**src/rtl/chan_mux_rr.sv**
```systemverilog
// N-channel registered stream mux with a source-channel tag on the output.
// Define MUX_RR_EN for round-robin arbitration; otherwise i_sel picks the channel.
module chan_mux_rr #(
   parameter int NCH   = 4,
   parameter int WIDTH = 8,
   parameter int SELW  = 2
) (
   input  logic                  i_clk,
   input  logic                  i_rst,
   input  logic [NCH-1:0]        i_valid,
   input  logic [NCH*WIDTH-1:0]  i_data,
   output logic [NCH-1:0]        o_ready,
   input  logic [SELW-1:0]       i_sel,
   output logic                  o_valid,
   output logic [WIDTH-1:0]      o_data,
   output logic [SELW-1:0]       o_chan,
   input  logic                  i_ready
);

   localparam int unsigned NCHU = NCH;

   logic            ld;
   logic            gv;
   logic            xfer;
   logic [SELW-1:0] g;
   logic [WIDTH-1:0] g_data;

   assign ld = ~o_valid | i_ready;

`ifdef MUX_RR_EN
   logic [SELW-1:0] ptr;
   logic            unused_sel;
   int              idx;

   assign unused_sel = ^i_sel;
   assign gv = |i_valid;

   // Descending scan: the nearest valid channel after ptr is assigned last.
   always_comb begin
      g   = '0;
      idx = 0;
      for (int k = NCH; k >= 1; k--) begin
         idx = (int'(ptr) + k) % NCH;
         if (i_valid[idx]) g = SELW'(idx);
      end
   end

   always_ff @(posedge i_clk or posedge i_rst) begin
      if (i_rst)     ptr <= SELW'(NCH - 1);
      else if (xfer) ptr <= g;
   end
`else
   assign g  = i_sel;
   assign gv = 32'(i_sel) < NCHU;
`endif

   assign xfer   = ld & gv & i_valid[g];
   assign g_data = i_data[int'(g)*WIDTH +: WIDTH];

   always_comb begin
      o_ready = '0;
      if (ld && gv && !i_rst) o_ready[g] = 1'b1;
   end

   always_ff @(posedge i_clk or posedge i_rst) begin
      if (i_rst) begin
         o_valid <= 1'b0;
         o_data  <= '0;
         o_chan  <= '0;
      end else if (xfer) begin
         o_valid <= 1'b1;
         o_data  <= g_data;
         o_chan  <= g;
      end else if (ld) begin
         o_valid <= 1'b0;
      end
   end

endmodule

```
**config.mk**
```make
export PLATFORM = sky130hd
export DESIGN_NAME = chan_mux_rr
export DESIGN_NICKNAME = d
export VERILOG_FILES = /design/src/rtl/chan_mux_rr.sv
export SDC_FILE = /design/constraint.sdc
export NUM_CORES = 1
export LEC_CHECK = 0
export CORE_UTILIZATION = 33
export DETAILED_ROUTE_END_ITERATION = 10
export GPL_TIMING_DRIVEN = 0
export PLACE_DENSITY = 0.75
export REMOVE_ABC_BUFFERS = 1
export SLEW_MARGIN = 10
export SYNTH_ARGS = -nofsm -noshare
export SYNTH_HDL_FRONTEND = slang
export SYNTH_SLANG_ARGS = --single-unit
```
**constraint.sdc**
```tcl
create_clock -name i_clk -period 1.6 [get_ports i_clk]
set_input_delay 0.32 -clock i_clk [delete_from_list [all_inputs] [get_ports i_clk]]
set_output_delay 0.32 -clock i_clk [all_outputs]
set_load 0.1 [all_outputs]
```
==> results.md <==
- DR WL/cell: 14.6 um
- Setup-failing EPs final: 4
- Largest net degree at the start of global routing: 16
- Hold_ws: 0.283 ns
- WP buf/inv: 1
- Final wirelength: 1980 um
- Worst reg-to-reg path cell count: 6
- Final nets: 151
- Num Clock Sinks: 11
- HP Class: in -> async
- Global-route wire length before repair: 3320 um
- Synth warn: 0
- Total overflow reported by the global router: 0
- Layout cell share with drive strength beyond 1: 41.3%
- CTS Hold Bufs: 0
- Area Growth Syn to Fin: 90.4%
- Mapped Area: 758 um2
- Status: finished, violations left
- Crit path DAT: 1.38 ns
- Register area: 275 um2
- Fmax: 587 MHz
- IO Count: 56
- Commonest non-fill, non-tap cell in the layout: clkdlybuf4s50_1
- Post-DP HPWL: 1370 um
- Top layer in use: met4
- Wl on met1: 844 um
- Vias per inst: 5.10
- Antenna violations before repair: 0
- Slowest-stage cell, CP: dfrtp_1
- Final WS setup: -0.104 ns
- Clock slew at the register clock pins of the worst setup and hold paths: 0.07 ns
- Clock skew: 0.00195 ns
- Post-layout util: 70.0%
- Multi-input logic area: 483 um2
- Reg-to-reg startpoint: o_valid
- RSZ-0062 raised after global routing: yes
- Vias in the first global route: 689
- Crit path cell chain: and2b_2, nor2_4, and3_4, buf_12
- VDD IR max: 0.000656 V
- Crit path launch type: flip-flop
- Clock Power Share: 12.3%
- Pint: 744 uW
- # fillers: 158
- Maxcap violations: 0
- Total Routing Usage GR: 18.3%
- Num CTS Buffers: 3
- Most frequent cells in the layout: clkdlybuf4s50_1 (36), dfrtp_1 (11), clkdlybuf4s15_2 (11)
- Root cell of the clock tree: clkbuf_4
- Family with the most delay on the worst path: simple AND/OR/NAND/NOR gates
- Endpoint type of the worst setup path: primary output
- Pre-CTS WS: -1.57 ns
- TNS Setup: -0.344 ns
- Period utilisation layout: 107%
- Sequential share of the synthesized area: 36.3%
- Max-slew headroom: 62.8%
- Die height: 49.9 um
- Fin. max-slew vios: 0
- Slew at the pin with the worst max-slew slack: 0.561 ns
- Crit Path Category: reg -> out
- CP max stage delay: 0.39 ns
- Power per cell area: 1060 nW/um2
- Die Area: 2490 um2
- DR WL met3: 216 um
- Clock Latency Late Sink: 0.27 ns
- CTS tree: yes
- Tot Pwr: 1530 uW
- Starting Density: 36.8%
- Die width: 49.9 um
- Worst-path fanout max: 4
- ANT nets after route: 0
- DRT iter0 DRCs: 11
- Leakage: 0.000595 uW
- NetSw: 784 uW
- Global placement routability congestion: 0.651
- Req. time, crit path: 1.28 ns
- Vias: 693
- H-Tree Depth: 1
- Residual DRC count: 0
- Final Hold Viols: 0
- Diode count: 0
- Period minus WS final: 1.70 ns
- Port bufs: 55
- Wire length on met2: 869 um
- Core Box Area: 2060 um2
- Failing checks: negative setup slack
- Max clock buf depth: 2
- FF-to-FF End: o_data[7]
- Yosys reg bits: 11
- FP Rows: 16
- Comb pwr share: 63.2%
- Synth cell types: 19
- Drt pass-1 iters: 2
- Setup slack, reg-to-reg: 0.06 ns
- Gate Count Post-Synth: 50
- Avg Cell Area, Syn: 15.2 um2
- Sw frac: 51.3%
- Flop pwr share: 24.5%
==> layout make-up <==
class / instances / area share [%]
Tap cell: 27 / 2.34
Inverter: 3 / 0.780
Sequential cell: 11 / 19.1
Timing Repair Buffer: 58 / 42.5
Multi-Input combinational cell: 33 / 33.4
Clock buffer: 4 / 1.82
==> flip-flops by register name (all words and copies together) (netlist names) <==
| register | flops |
|---|---|
| o_valid | 1 |
| o_chan | 2 |
| o_data | 8 |
==> kinds of logic after synthesis <==
group | after synthesis | share of synthesized area (%)
compound gates | 3 | 4.62
flops | 11 | 36.3
buf+inv | 6 | 5.94
mux | 19 | 44.4
simple gates | 11 | 8.74
==> synth_stat cells <==
| master | instances | area (um2) |
|---|---|---|
| mux4_1 | 8 | 210 |
| o21ai_0 | 1 | 5.00 |
| dfrtp_1 | 11 | 275 |
| nand2_1 | 1 | 3.75 |
| or2b_2 | 1 | 8.76 |
| and2b_2 | 1 | 8.76 |
| inv_1 | 3 | 11.3 |
| nor2_1 | 1 | 3.75 |
| mux2_2 | 9 | 101 |
| a21o_2 | 1 | 8.76 |
| and3_1 | 2 | 12.5 |
| or2_2 | 1 | 6.26 |
| mux2i_1 | 1 | 10.0 |
| nor4_1 | 2 | 12.5 |
| buf_6 | 3 | 33.8 |
| nor3_1 | 1 | 5.00 |
| a31oi_4 | 1 | 21.3 |
| mux2_4 | 1 | 15.0 |
| nand3_1 | 1 | 5.00 |
==> timing repair <==
item,CTS,global route
pin swaps,1,2
buffers inserted,3,0
setup endpoints to repair,26,13
resized for setup,88,2
==> worst max-delay path by stage <==
stage	slack [ns]	depth (start not counted)	end	startpoint
floorplan	-2.68	2	o_ready[0]	o_valid
global placement	-1.55	4	o_ready[2]	i_sel[1]
detailed placement	-1.57	4	o_ready[2]	i_sel[1]
CTS	-0.13	4	o_ready[1]	o_valid
global route	-0.19	4	o_ready[3]	o_valid
finish	-0.10	4	o_ready[3]	o_valid
==> power groups by stage <==
| stage | clock, uW | sequential (uW) | combinational [uW] |
|---|---|---|---|
| 3_5_place_dp | 0 | 382 | 950 |
| 2_1_floorplan | 0 | 885 | 164 |
| 6_report | 188 | 375 | 965 |
| 5_1_grt | 208 | 384 | 996 |
| 4_1_cts | 197 | 376 | 964 |
| 3_3_place_gp | 0 | 379 | 943 |
==> layer usage <==
layer,vias up,GRT usage [%]
met1,323,23.8
met4,0,10.0
met5,-,0
met2,45,27.3
met3,6,4.94
li1,319,-
==> through the flow <==
stage	instance area, um2	cells
after global placement	1310	129
after floorplan	724	47
after global routing	1440	136
after detailed placement	1310	129
after CTS	1440	136
final	1440	136
Power figures use the tool's default switching activity.
